### src/rtl/uart_pkg.sv
// Shared encodings, FSM state types and elaboration helpers for the parametrised UART.
package uart_pkg;

  localparam int unsigned PARITY_NONE   = 0;
  localparam int unsigned PARITY_EVEN   = 1;
  localparam int unsigned PARITY_ODD    = 2;
  localparam int unsigned MAX_DATA_BITS = 9;

  typedef enum logic [2:0] {TxIdle, TxStart, TxData, TxParity, TxStop} tx_state_e;
  typedef enum logic [2:0] {RxIdle, RxStart, RxData, RxParity, RxStop} rx_state_e;

  // Clocks per oversample tick, rounded to nearest and never below one.
  function automatic int unsigned calc_div(input int unsigned clk_freq,
                                           input int unsigned baud,
                                           input int unsigned oversample);
    int unsigned per_tick;
    int unsigned div_val;
    per_tick = baud * oversample;
    div_val  = (clk_freq + per_tick / 2) / per_tick;
    return (div_val < 32'd1) ? 32'd1 : div_val;
  endfunction

  function automatic logic parity_bit(input logic [MAX_DATA_BITS-1:0] data,
                                      input int unsigned width,
                                      input int unsigned mode);
    logic p;
    p = 1'b0;
    for (int unsigned i = 0; i < MAX_DATA_BITS; i++) begin
      if (i < width) p = p ^ data[i];
    end
    return (mode == PARITY_ODD) ? ~p : p;
  endfunction

endpackage

### src/rtl/uart_tick_gen.sv
// Restartable divider: one-cycle tick every DIV clocks, first tick DIV clocks after clear.
module uart_tick_gen #(
  parameter int unsigned DIV = 1
) (
  input  logic clk,
  input  logic reset,
  input  logic clear,
  output logic tick
);

  localparam int unsigned CNT_W = (DIV > 1) ? $clog2(DIV) : 1;
  localparam logic [CNT_W-1:0] CNT_LAST = CNT_W'(DIV - 1);

  logic [CNT_W-1:0] cnt_q, cnt_d;
  logic             at_last;

  assign at_last = (cnt_q == CNT_LAST);
  assign tick    = at_last && !clear;

  always_comb begin
    cnt_d = cnt_q + 1'b1;
    if (clear || at_last) cnt_d = '0;
  end

  always_ff @(posedge clk) begin
    if (reset) cnt_q <= '0;
    else       cnt_q <= cnt_d;
  end

endmodule

### src/rtl/uart_core.sv
// Full-duplex UART with configurable framing, oversampled majority-vote RX and
// ready/valid handshakes on both byte-stream sides.
module uart_core
  import uart_pkg::*;
#(
  parameter int unsigned CLK_FREQUENCY = 48000000,
  parameter int unsigned BAUD_RATE     = 115200,
  parameter int unsigned DATA_BITS     = 8,
  parameter int unsigned PARITY        = 0,
  parameter int unsigned STOP_BITS     = 1,
  parameter int unsigned OVERSAMPLE    = 16
) (
  input  logic                 clk,
  input  logic                 reset,
  input  logic                 tx_vld,
  output logic                 tx_rdy,
  input  logic [DATA_BITS-1:0] tx_data,
  output logic                 tx_uart,
  input  logic                 rx_uart,
  output logic                 rx_vld,
  input  logic                 rx_rdy,
  output logic [DATA_BITS-1:0] rx_data,
  output logic                 rx_frame_err,
  output logic                 rx_parity_err,
  output logic                 rx_overrun_err
);

  localparam int unsigned DIV        = calc_div(CLK_FREQUENCY, BAUD_RATE, OVERSAMPLE);
  localparam int unsigned TICK_W     = $clog2(OVERSAMPLE);
  localparam int unsigned BIT_W      = $clog2(DATA_BITS);
  localparam bit          HAS_PARITY = (PARITY != PARITY_NONE);

  localparam logic [TICK_W-1:0] TICK_LAST = TICK_W'(OVERSAMPLE - 1);
  localparam logic [TICK_W-1:0] TICK_S0   = TICK_W'(OVERSAMPLE / 2 - 1);
  localparam logic [TICK_W-1:0] TICK_S1   = TICK_W'(OVERSAMPLE / 2);
  localparam logic [TICK_W-1:0] TICK_S2   = TICK_W'(OVERSAMPLE / 2 + 1);
  localparam logic [BIT_W-1:0]  BIT_LAST  = BIT_W'(DATA_BITS - 1);
  localparam logic [BIT_W-1:0]  STOP_LAST = BIT_W'(STOP_BITS - 1);

  // ---------------------------------------------------------------- TX
  tx_state_e              tx_state_q, tx_state_d;
  logic [TICK_W-1:0]      tx_tick_cnt_q, tx_tick_cnt_d;
  logic [BIT_W-1:0]       tx_bit_cnt_q, tx_bit_cnt_d;
  logic [DATA_BITS-1:0]   tx_shift_q, tx_shift_d;
  logic                   tx_par_q, tx_par_d;
  logic                   tx_line_q, tx_line_d;
  logic                   tx_tick, tx_clear, tx_bit_end;
  logic [MAX_DATA_BITS-1:0] tx_data_ext;

  uart_tick_gen #(.DIV(DIV)) u_tx_tick (
    .clk   (clk),
    .reset (reset),
    .clear (tx_clear),
    .tick  (tx_tick)
  );

  always_comb begin
    tx_data_ext                 = '0;
    tx_data_ext[DATA_BITS-1:0]  = tx_data;
  end

  assign tx_rdy     = (tx_state_q == TxIdle);
  assign tx_uart    = tx_line_q;
  assign tx_bit_end = tx_tick && (tx_tick_cnt_q == TICK_LAST);

  always_comb begin
    tx_state_d    = tx_state_q;
    tx_tick_cnt_d = tx_tick_cnt_q;
    tx_bit_cnt_d  = tx_bit_cnt_q;
    tx_shift_d    = tx_shift_q;
    tx_par_d      = tx_par_q;
    tx_clear      = 1'b0;
    if (tx_tick)    tx_tick_cnt_d = tx_tick_cnt_q + 1'b1;
    if (tx_bit_end) tx_tick_cnt_d = '0;

    unique case (tx_state_q)
      TxIdle: begin
        if (tx_vld) begin
          tx_state_d    = TxStart;
          tx_shift_d    = tx_data;
          tx_par_d      = parity_bit(tx_data_ext, DATA_BITS, PARITY);
          tx_clear      = 1'b1;
          tx_tick_cnt_d = '0;
          tx_bit_cnt_d  = '0;
        end
      end
      TxStart: if (tx_bit_end) tx_state_d = TxData;
      TxData: begin
        if (tx_bit_end) begin
          if (tx_bit_cnt_q == BIT_LAST) begin
            tx_bit_cnt_d = '0;
            tx_state_d   = HAS_PARITY ? TxParity : TxStop;
          end else begin
            tx_bit_cnt_d = tx_bit_cnt_q + 1'b1;
            tx_shift_d   = tx_shift_q >> 1;
          end
        end
      end
      TxParity: if (tx_bit_end) tx_state_d = TxStop;
      TxStop: begin
        if (tx_bit_end) begin
          if (tx_bit_cnt_q == STOP_LAST) begin
            tx_state_d   = TxIdle;
            tx_bit_cnt_d = '0;
          end else begin
            tx_bit_cnt_d = tx_bit_cnt_q + 1'b1;
          end
        end
      end
      default: tx_state_d = TxIdle;
    endcase

    // Line level follows the next state so the pin is a clean flop output.
    case (tx_state_d)
      TxStart:  tx_line_d = 1'b0;
      TxData:   tx_line_d = tx_shift_d[0];
      TxParity: tx_line_d = tx_par_d;
      default:  tx_line_d = 1'b1;
    endcase
  end

  always_ff @(posedge clk) begin
    if (reset) begin
      tx_state_q    <= TxIdle;
      tx_tick_cnt_q <= '0;
      tx_bit_cnt_q  <= '0;
      tx_shift_q    <= '0;
      tx_par_q      <= 1'b0;
      tx_line_q     <= 1'b1;
    end else begin
      tx_state_q    <= tx_state_d;
      tx_tick_cnt_q <= tx_tick_cnt_d;
      tx_bit_cnt_q  <= tx_bit_cnt_d;
      tx_shift_q    <= tx_shift_d;
      tx_par_q      <= tx_par_d;
      tx_line_q     <= tx_line_d;
    end
  end

  // ---------------------------------------------------------------- RX
  rx_state_e              rx_state_q, rx_state_d;
  logic [TICK_W-1:0]      rx_tick_cnt_q, rx_tick_cnt_d;
  logic [BIT_W-1:0]       rx_bit_cnt_q, rx_bit_cnt_d;
  logic [DATA_BITS-1:0]   rx_shift_q, rx_shift_d;
  logic [1:0]             rx_samp_q, rx_samp_d;
  logic                   rx_perr_q, rx_perr_d;
  logic                   rx_meta_q, rx_s_q, rx_prev_q;
  logic                   rx_tick, rx_clear, rx_bit_end, rx_decide, rx_bit;
  logic                   frame_ok, frame_bad, parity_bad;
  logic [MAX_DATA_BITS-1:0] rx_shift_ext;
  logic                   rx_vld_q, rx_vld_d;
  logic [DATA_BITS-1:0]   rx_data_q, rx_data_d;
  logic                   rx_ferr_q, rx_perr_out_q, rx_oerr_q, rx_oerr_d;

  uart_tick_gen #(.DIV(DIV)) u_rx_tick (
    .clk   (clk),
    .reset (reset),
    .clear (rx_clear),
    .tick  (rx_tick)
  );

  always_comb begin
    rx_shift_ext                = '0;
    rx_shift_ext[DATA_BITS-1:0] = rx_shift_q;
  end

  assign rx_bit_end = rx_tick && (rx_tick_cnt_q == TICK_LAST);
  assign rx_decide  = rx_tick && (rx_tick_cnt_q == TICK_S2);
  assign rx_bit     = (rx_samp_q[0] & rx_samp_q[1]) | (rx_samp_q[0] & rx_s_q) |
                      (rx_samp_q[1] & rx_s_q);

  always_comb begin
    rx_state_d    = rx_state_q;
    rx_tick_cnt_d = rx_tick_cnt_q;
    rx_bit_cnt_d  = rx_bit_cnt_q;
    rx_shift_d    = rx_shift_q;
    rx_samp_d     = rx_samp_q;
    rx_perr_d     = rx_perr_q;
    rx_clear      = 1'b0;
    frame_ok      = 1'b0;
    frame_bad     = 1'b0;
    parity_bad    = 1'b0;
    if (rx_tick)    rx_tick_cnt_d = rx_tick_cnt_q + 1'b1;
    if (rx_bit_end) rx_tick_cnt_d = '0;
    if (rx_tick && (rx_tick_cnt_q == TICK_S0)) rx_samp_d[0] = rx_s_q;
    if (rx_tick && (rx_tick_cnt_q == TICK_S1)) rx_samp_d[1] = rx_s_q;

    unique case (rx_state_q)
      RxIdle: begin
        if (rx_prev_q && !rx_s_q) begin
          rx_state_d    = RxStart;
          rx_clear      = 1'b1;
          rx_tick_cnt_d = '0;
          rx_bit_cnt_d  = '0;
          rx_perr_d     = 1'b0;
        end
      end
      RxStart: begin
        if (rx_decide && rx_bit) rx_state_d = RxIdle;
        else if (rx_bit_end)     rx_state_d = RxData;
      end
      RxData: begin
        if (rx_decide) rx_shift_d = {rx_bit, rx_shift_q[DATA_BITS-1:1]};
        if (rx_bit_end) begin
          if (rx_bit_cnt_q == BIT_LAST) begin
            rx_bit_cnt_d = '0;
            rx_state_d   = HAS_PARITY ? RxParity : RxStop;
          end else begin
            rx_bit_cnt_d = rx_bit_cnt_q + 1'b1;
          end
        end
      end
      RxParity: begin
        if (rx_decide)  rx_perr_d = (rx_bit != parity_bit(rx_shift_ext, DATA_BITS, PARITY));
        if (rx_bit_end) rx_state_d = RxStop;
      end
      RxStop: begin
        // Leave at mid-bit; IDLE re-arms only once the line has been seen high.
        if (rx_decide) begin
          rx_state_d = RxIdle;
          if (!rx_bit)        frame_bad  = 1'b1;
          else if (rx_perr_q) parity_bad = 1'b1;
          else                frame_ok   = 1'b1;
        end
      end
      default: rx_state_d = RxIdle;
    endcase
  end

  always_comb begin
    rx_vld_d  = rx_vld_q;
    rx_data_d = rx_data_q;
    rx_oerr_d = 1'b0;
    if (rx_vld_q && rx_rdy) rx_vld_d = 1'b0;
    if (frame_ok) begin
      if (rx_vld_q && !rx_rdy) begin
        rx_oerr_d = 1'b1;
      end else begin
        rx_vld_d  = 1'b1;
        rx_data_d = rx_shift_q;
      end
    end
  end

  always_ff @(posedge clk) begin
    if (reset) begin
      rx_meta_q     <= 1'b1;
      rx_s_q        <= 1'b1;
      rx_prev_q     <= 1'b1;
      rx_state_q    <= RxIdle;
      rx_tick_cnt_q <= '0;
      rx_bit_cnt_q  <= '0;
      rx_shift_q    <= '0;
      rx_samp_q     <= '0;
      rx_perr_q     <= 1'b0;
      rx_vld_q      <= 1'b0;
      rx_data_q     <= '0;
      rx_ferr_q     <= 1'b0;
      rx_perr_out_q <= 1'b0;
      rx_oerr_q     <= 1'b0;
    end else begin
      rx_meta_q     <= rx_uart;
      rx_s_q        <= rx_meta_q;
      rx_prev_q     <= rx_s_q;
      rx_state_q    <= rx_state_d;
      rx_tick_cnt_q <= rx_tick_cnt_d;
      rx_bit_cnt_q  <= rx_bit_cnt_d;
      rx_shift_q    <= rx_shift_d;
      rx_samp_q     <= rx_samp_d;
      rx_perr_q     <= rx_perr_d;
      rx_vld_q      <= rx_vld_d;
      rx_data_q     <= rx_data_d;
      rx_ferr_q     <= frame_bad;
      rx_perr_out_q <= parity_bad;
      rx_oerr_q     <= rx_oerr_d;
    end
  end

  assign rx_vld         = rx_vld_q;
  assign rx_data        = rx_data_q;
  assign rx_frame_err   = rx_ferr_q;
  assign rx_parity_err  = rx_perr_out_q;
  assign rx_overrun_err = rx_oerr_q;

endmodule

### config.mk
export PLATFORM = sky130hd
export DESIGN_NAME = uart_core
export DESIGN_NICKNAME = d
export VERILOG_FILES = /design/src/rtl/uart_pkg.sv /design/src/rtl/uart_tick_gen.sv /design/src/rtl/uart_core.sv
export SDC_FILE = /design/constraint.sdc
export NUM_CORES = 1
export LEC_CHECK = 0
export ABC_AREA = 1
export CORE_MARGIN = 4
export CORE_UTILIZATION = 60
export CTS_BUF_LIST = sky130_fd_sc_hd__clkbuf_8
export DETAILED_ROUTE_END_ITERATION = 8
export GPL_TIMING_DRIVEN = 0
export PLACE_DENSITY = 0.92
export SYNTH_ARGS = -nofsm -noshare
export SYNTH_HDL_FRONTEND = slang
export SYNTH_SLANG_ARGS = --single-unit
export TNS_END_PERCENT = 5
### constraint.sdc
create_clock -name clk -period 3.6 [get_ports clk]
set_input_delay 1.08 -clock clk [delete_from_list [all_inputs] [get_ports clk]]
set_output_delay 1.08 -clock clk [all_outputs]
set_load 0.05 [all_outputs]
==> Yosys cells after proc, flatten, opt, wreduce, memory -nomap -nowiden <==
Index checks and enable logic that the tools add are counted.
{ "word_totals": {"word_cells": 210, "output_inout_bits": 14, "input_bits": 13, "regBits": 66} }
{ "classes": {"n_reduce_logical": 36, "eq_ne": 32, "n_bitwise": 24, "n_addsub": 6, "muxes": 88} }
{ "ops": {"columns": ["cell", "n"], "rows": [
  ["$mux W3", 22],
  ["$mux W1", 48],
  ["$mux W4", 8],
  ["$pmux W3 S5", 2],
  ["$mux W8", 3],
  ["$ne A2 B2 Y1 const B", 10],
  ["$eq A3 B2 Y1 const B", 6],
  ["$eq A4 B4 Y1 const B", 4],
  ["$pmux W8 S2", 1],
  ["$xor A1 B1 Y1", 14],
  ["$eq A3 B3 Y1 const B", 4],
  ["$logic_and A1 B1 Y1", 11],
  ["$add A5 B1 Y5 const B", 2],
  ["$eq A5 B5 Y1 const B", 2],
  ["$eq A3 B1 Y1 const B", 3],
  ["$logic_not A3 Y1", 3],
  ["$pmux W3 S3", 1],
  ["$add A4 B1 Y4 const B", 2],
  ["$reduce_and A4 Y1", 2],
  ["$add A3 B1 Y3 const B", 2],
  ["$pmux W3 S2", 1],
  ["$reduce_and A3 Y1", 2],
  ["$reduce_and A6 Y1", 1],
  ["$reduce_bool A2 Y1", 3],
  ["15 further kinds", 29]
]} }

==> Longest topological paths before layout <==
Gate-level depths: netlist of the first run.
{ "depth": {"depth_word": 33, "mapped_depth": 12, "mapped_depth_nobuf": 12} }

==> Cells and area by module <==
Synthesis of the first run repeated with hierarchy kept, for this count alone.
{ "unflattened": {"hier_cells": 448, "area_unflattened_um2": 3249.4} }
{ "by_module_without_submodules": {"columns": ["mod", "cells_per_inst", "area_each_um2", "seq_area_each_um2", "instances"], "rows": [
  ["uart_core", 382, 2752.6, 1121.1, 1],
  ["uart_tick_gen at u_rx_tick", 35, 261.5, 100.1, 1],
  ["uart_tick_gen at u_tx_tick", 31, 235.2, 100.1, 1]
]} }

==> Least setup slack after synthesis of the first run <==
OpenSTA, ideal clock, no wires.
{ "synth_timing": {"path_type": "register -> output", "start": "register tx_state_q[1]", "end": "output port tx_rdy", "stages_incl_launch_ff": 4, "n_path_buf": 0, "t_arrival_ns": 1.237, "slack_ns": 1.283, "path_cell_list": "dfxtp_1 inv_2 nand2_4 nor2_1"} }
{ "synth_via": {"elab_chain_len": 1} }
{ "synth_lines": {"columns": ["element", "line_no", "rtl"], "rows": [
  ["from (decl)", "uart_core.sv:41", "tx_state_e tx_state_q, tx_state_d;"],
  ["from (signal assigned)", "uart_core.sv:124", "tx_state_q <= TxIdle;"],
  ["from (signal assigned)", "uart_core.sv:131", "tx_state_q <= tx_state_d;"],
  ["$logic_not A3 Y1", "uart_core.sv:62", "assign tx_rdy = (tx_state_q == TxIdle);"],
  ["to (decl)", "uart_core.sv:16", "output logic tx_rdy,"]
]} }
Every way passes these cells.

==> Worst setup path after layout of the first run <==
Ends and elaborated chain as after synthesis.

==> flow_summary_export.csv, run 1 <==
group,metric,value,unit
clocking,cts_buffers,9,
synth,synth_fa_ha_area_share,4.79,%
die,die_w,83.2,µm
synth,netlist.area_leader.share,38.9,%
die,io_pins,27,
synth,ys_seq_area_share,38.9,%
drt,vias,3187,
place,place_inst,558,
synth,yosysTopAreaCell,"dfxtp_1",
sta,drv_slew,0,
clocking,postCtsSetupBuffers,0,
synth,synth_seq_cells,66,
clocking,path_clk_slew,0.07,ns
power_and_ir_drop,power,1900,µW
global_routing,gr-total-overflow,0,
synth,synth_warnings,0,
sta,worst_pin_slew,0.568,ns
synth,synth_compound_area_share,11.7,%
critical_path,critPathBufInv,2,
sta,fmax,329,MHz
global_routing,grt_antenna_before_repair,0,
drt,vias_per_cell,5.55,
place,place.port_buffers,26,
clocking,cts_max_path_buffers,2,
drt,wl,7720,µm
place,gp_congestion,0.864,
drt,antenna_left,0,
synth,syn_nets,486,
sta,rsz0062_at_grt,"no",
sta,setup_tns,0,ns
drt,route.detailed.drc,0,
synth,synth-simple-area-share,32.2,%
critical_path,path_class,"reg2out",
critical_path,critical_path.top_delay_family,"buffers and inverters",
sta,finalSetupViolations,0,
sta,fin_skew,0.00950,ns
sta,finalCriticalPeriod,3.04,ns
cells_and_area,diodes,0,
critical_path,critPathArrivalTime,1.96,ns
global_routing,grt_first_pass_wirelength,12900,µm
synth,yosysUniqueCellTypes,41,
clocking,hold_buffers,0,
sta,slew_headroom,61.7,%
die,rows,27,
synth,netlist_area,0.00340,mm²
synth,synthFlopType,"dfxtp_1",
cells_and_area,drive_above_1_share,11.2,%
power_and_ir_drop,power.leakage,0.00170,µW
drt,drt_iter0_markers,223,
critical_path,critPathLaunchType,"flip-flop",
power_and_ir_drop,power-per-cell-area,474,mW/mm²
power_and_ir_drop,peakVddDrop,0.000309,V
synth,synthTopCellsByArea,"dfxtp_1 39%, nand2_1 11%, inv_1 7.0%",
drt,wl_per_cell,13.4,µm
cells_and_area,area_growth,17.7,%
place,hpwl,5460,µm
critical_path,end_kind,"output pin",
drt,first_pass_iters,7,
synth,synth_edf_count,0,
synth,synth_top_family_by_area,"simple AND/OR/NAND/NOR gates",
cells_and_area,finalNetCount,523,
clocking,cts_root_buf,"clkbuf_8",
sta,hold_violations,0,
critical_path,required,2.52,ns
critical_path,critical_path.cell_chain,"inv_2 -> nand2_4 -> nor2_1 -> clkdlybuf4s50_1",
die,start_util,61.7,%
die,core,0.00551,mm²
run,drv_cap,0,
synth,syn_inst,460,
min_path,min_path_type,"reg2reg",
sta,finalCritPeriodShare,84.4,%
synth,syn_area_per_cell,7.38,µm²
place,placed_cell_area,0.00375,mm²
synth,async_reset_ff_share,0,%
clocking,cts_tree,"yes",
cells_and_area,fin_area,0.00400,mm²
die,fp.dieArea,0.00693,mm²
clocking,cts_max_level,3,
critical_path,critical-path-slowest-cell,"clkdlybuf4s50_1",
clocking,cts_resized,0,
sta,hold-worst-slack,0.412,ns
clocking,cts_sinks,66,
cells_and_area,stdcell_count,574,
global_routing,grt.total_usage,22.9,%
global_routing,grt_pass1_vias,3043,
clocking,clock_latency,0.35,ns
critical_path,cp_slowest_stage_delay,0.82,ns
synth,synth_xor_area_share,3.10,%
critical_path,crit_fanout,8,
synth,synth.area.mux_share,0,%
die,die_h,83.2,µm
status,status,"finished, final reports clean",
global_routing,grt_max_degree,13,
logic make-up after synthesis:
| family | count (synthesis) |
|---|---|
| flops | 66 |
| fa+ha+maj | 13 |
| xor+xnor | 12 |
| simple gates | 220 |
| compound gates | 69 |
| buf+inv | 80 |
synth_stat cells (5+ instances only):
cell type and n:
nor3_1 7, inv_1 63, nor2_4 5, nand3_1 28
inv_2 8, xor2_1 8, dfxtp_1 66, ha_1 13
nor2_1 40, nand4_1 12, o21ai_0 17, nand2_1 104
or2_2 6, a21oi_1 32
power breakdown:
| part | internal (µW) | switching [µW] |
|---|---|---|
| clock network | 480 | 302 |
| registers | 765 | 29.6 |
| logic | 112 | 209 |
| total | 1360 | 540 |
worst reg2reg max path: stages, from the launching register on:
cell	delay, ns
dfxtp_1	0.36
ha_1	0.19
ha_1	0.21
clkinv_1	0.28
nand2_1	0.22
nand2_1	0.11
o21ai_4	0.13
nand2_1	0.12
a31oi_1	0.17
placed cells by master (no fill, tap or decap), types with 5 or more instances in the layout:
cell type / count
nand2_1: 104
dfxtp_1: 66
inv_1: 63
nor2_1: 40
a21oi_1: 32
nand3_1: 28
clkdlybuf4s50_1: 26
o21ai_0: 17
ha_1: 13
nand4_1: 12
clkbuf_8: 10
inv_2: 8
xor2_1: 8
nor3_1: 7
or2_2: 6
nor2_4: 5
routing by layer:
metal | GRT usage [%] | up-vias | share of wire (%)
li1 | - | 1562 | -
met1 | 23.8 | 1440 | 38
met2 | 40.7 | 139 | 50
met3 | 4.37 | 46 | 6.3
met4 | 16.9 | 0 | 5.2
met5 | 0 | - | 0
sequential cells by signal, indices dropped and copies added (netlist names), 2 cells and up:
name and flops:
rx_data 8, rx_samp_q 2, u_tx_tick.cnt_q 5, rx_bit_cnt_q 3, tx_bit_cnt_q 3, tx_tick_cnt_q 4, rx_shift_q 8, u_rx_tick.cnt_q 5
tx_state_q 3, tx_shift_q 8, rx_state_q 3, rx_tick_cnt_q 4
final timing paths:
path                                startpoint                    endpoint  slack, ns  cells past startpoint
setup / recovery      tx_state_q[1]$_SDFF_PP0_                      tx_rdy       0.56                      4
hold / removal            rx_meta_q$_SDFF_PP1_           rx_s_q$_SDFF_PP1_       0.41                      1
setup reg to reg  tx_bit_cnt_q[0]$_SDFFE_PP0P_  tx_shift_q[3]$_SDFFE_PP0P_       1.74                      8
hold reg to reg           rx_meta_q$_SDFF_PP1_           rx_s_q$_SDFF_PP1_       0.41                      1
metrics by stage:
stage / util [%] / worst slack (ns)
global route: 72.6 / 0.475
detailed placement: 68.0 / 0.764
finish: 72.6 / 0.563
CTS: 72.6 / 0.556
floorplan: - / 1.28
global placement: 68.0 / 0.852
layout make-up:
| cell class | count | area, µm² |
|---|---|---|
| Timing Repair Buffer | 26 | 260 |
| Sequential cell | 66 | 1320 |
| Multi-Input combinational cell | 314 | 1760 |
| Buffer | 8 | 46.3 |
| Clock buffer | 10 | 138 |
| Tap cell | 72 | 90.1 |
| Inverter | 72 | 270 |
| Clock inverter | 6 | 114 |
| Fill cell | 424 | 1510 |
(Power assumes the default switching activity.)
==> run 2, diff against run 1 <==
--- a/config.mk
+++ b/config.mk
@@ -7,11 +7,11 @@
 export LEC_CHECK = 0
 export ABC_AREA = 1
 export CORE_MARGIN = 4
-export CORE_UTILIZATION = 60
+export CORE_UTILIZATION = 54
 export CTS_BUF_LIST = sky130_fd_sc_hd__clkbuf_8
 export DETAILED_ROUTE_END_ITERATION = 8
 export GPL_TIMING_DRIVEN = 0
-export PLACE_DENSITY = 0.92
+export PLACE_DENSITY = 0.88
 export SYNTH_ARGS = -nofsm -noshare
 export SYNTH_HDL_FRONTEND = slang
 export SYNTH_SLANG_ARGS = --single-unit
==> constraint.sdc (replaced) <==
create_clock -name clk -period 2.6 [get_ports clk]
set_input_delay 0.78 -clock clk [delete_from_list [all_inputs] [get_ports clk]]
set_output_delay 0.78 -clock clk [all_outputs]
set_load 0.05 [all_outputs]
==> flow_summary_export.csv, run 2 (synthesis gave the netlist of run 1 again) <==
group,metric,value,unit
status,status,"finished, final reports clean",
cells_and_area,fin_area,0.00398,mm²
global_routing,grt_use_met2,36.2,%
drt,wl_per_cell,12.0,µm
power_and_ir_drop,power.leakage,0.00169,µW
min_path,hold_start,"rx_meta_q$_SDFF_PP1_",
die,fp.dieArea,0.00762,mm²
critical_path,critPathLaunchType,"flip-flop",
drt,route.detailed.drc,0,
place,place.port_buffers,26,
cells_and_area,area_growth,17.1,%
clocking,path_clk_slew,0.07,ns
global_routing,gr-total-overflow,0,
min_path,hold_end,"rx_s_q$_SDFF_PP1_",
die,die_w,87.3,µm
critical_path,r2r_cells,9,
cells_and_area,stdcell_count,577,
drt,drt_iter0_markers,192,
die,die_h,87.3,µm
sta,hold_violations,0,
clocking,cts_tree,"yes",
clocking,hold_buffers,0,
sta,rsz0062_at_grt,"no",
global_routing,grt_first_pass_wirelength,12400,µm
drt,antenna_left,0,
cells_and_area,final_common_cell,"nand2_1",
cells_and_area,ff_latch_area,0.00132,mm²
place,placed_cell_area,0.00375,mm²
place,gp_congestion,0.912,
cells_and_area,finalNetCount,523,
critical_path,crit_fanout,8,
critical_path,r2r-end,"tx_uart$_SDFF_PP1_",
sta,fin_skew,0.0135,ns
cells_and_area,final_cell_mix,"104 x nand2_1, 66 x dfxtp_1, 63 x inv_1, 40 x nor2_1, 32 x a21oi_1",
cells_and_area,multiInputGateArea,0.00176,mm²
power_and_ir_drop,peakVddDrop,0.000392,V
sta,drv_slew,0,
die,io_pins,27,
global_routing,busiest_layer,"met2",
global_routing,grt_antenna_before_repair,0,
clocking,cts_max_level,3,
global_routing,grt.total_usage,20.1,%
place,place_inst,561,
critical_path,end_kind,"output pin",
power_and_ir_drop,power,2490,µW
min_path,min_path_type,"reg2reg",
global_routing,grt_max_degree,13,
global_routing,grt_pass1_vias,3035,
clocking,cts_sinks,66,
critical_path,required,1.82,ns
clocking,cts_root_buf,"clkbuf_8",
sta,finalCritPeriodShare,93.8,%
drt,vias_per_cell,5.29,
sta,slew_headroom,63.8,%
cells_and_area,diodes,0,
sta,setup_tns,0,ns
critical_path,path_class,"reg2out",
sta,finalSetupViolations,0,
drt,vias,3050,
min_path,min_path_cells,1,
place,hpwl,5080,µm
die,start_util,56.4,%
die,rows,28,
cells_and_area,drive_above_1_share,11.2,%
drt,first_pass_iters,4,
die,core,0.00603,mm²
global_routing,globalRouteMet3Util,5.58,%
critical_path,critPathArrivalTime,1.66,ns
critical_path,rr_startpoint,"tx_bit_cnt_q[0]$_SDFFE_PP0P_",
run,drv_cap,0,
sta,worst_pin_slew,0.538,ns
clocking,cts_max_path_buffers,2,
power_and_ir_drop,power-per-cell-area,627,mW/mm²
critical_path,r2r_setup_slack,0.89,ns
sta,finalCriticalPeriod,2.44,ns
drt,wl,6920,µm
sta,fmax,410,MHz
cells_and_area,fillCellCount,506,
clocking,clock_latency,0.35,ns
clocking,cts_buffers,9,
global_routing,grtUsageMet1,22.1,%
run 2: area by class of cell:
class / instances / area share [%]
Buffer: 8 / 1.16
Clock inverter: 6 / 2.27
Tap cell: 75 / 2.36
Timing Repair Buffer: 26 / 6.51
Sequential cell: 66 / 33.2
Inverter: 72 / 6.80
Multi-Input combinational cell: 314 / 44.2
Clock buffer: 10 / 3.46
run 2: power by group:
group / total (µW) / switching [µW] / internal [µW]
Sequential: 1100 / 40.9 / 1060
Clock: 967 / 400 / 567
Combinational: 428 / 274 / 153
run 2: routing by layer:
metal | wire, µm | vias to the layer above
li1 | - | 1563
met5 | 0 | -
met4 | 97 | 0
met1 | 2900 | 1393
met3 | 382 | 14
met2 | 3540 | 80
run 2: per-stage QoR:
stage	setup WS [ns]	hold slack (ns)	util, %
detailed placement	0.0771	0.394	62.2
finish	0.162	0.408	66.0
floorplan	0.583	0.389	-
CTS	0.150	0.409	66.0
global route	0.0611	0.436	66.0
global placement	0.142	0.393	62.2
run 2: worst max path at each step:
stage                                  start                           end  slack (ns)
CTS                 tx_state_q[1]$_SDFF_PP0_                        tx_rdy        0.15
detailed placement                     reset       rx_data[2]$_SDFFE_PP0P_        0.08
floorplan           tx_state_q[1]$_SDFF_PP0_                        tx_rdy        0.58
finish              tx_state_q[1]$_SDFF_PP0_                        tx_rdy        0.16
global route        tx_state_q[1]$_SDFF_PP0_                        tx_rdy        0.06
global placement                       reset  rx_bit_cnt_q[0]$_SDFFE_PP0P_        0.14
run 2: repair_timing:
action | 4_1_cts | 5_1_grt
buffers inserted | 0 | 0
endpoints found under the setup margin | 1 | 0
gates resized for setup | 1 | 0
run 2: worst max-delay path: stages (launching register included):
cell,delay (ns)
dfxtp_1,0.34
inv_2,0.20
nand2_4,0.10
nor2_1,0.13
dlygate4sd2_1,0.54
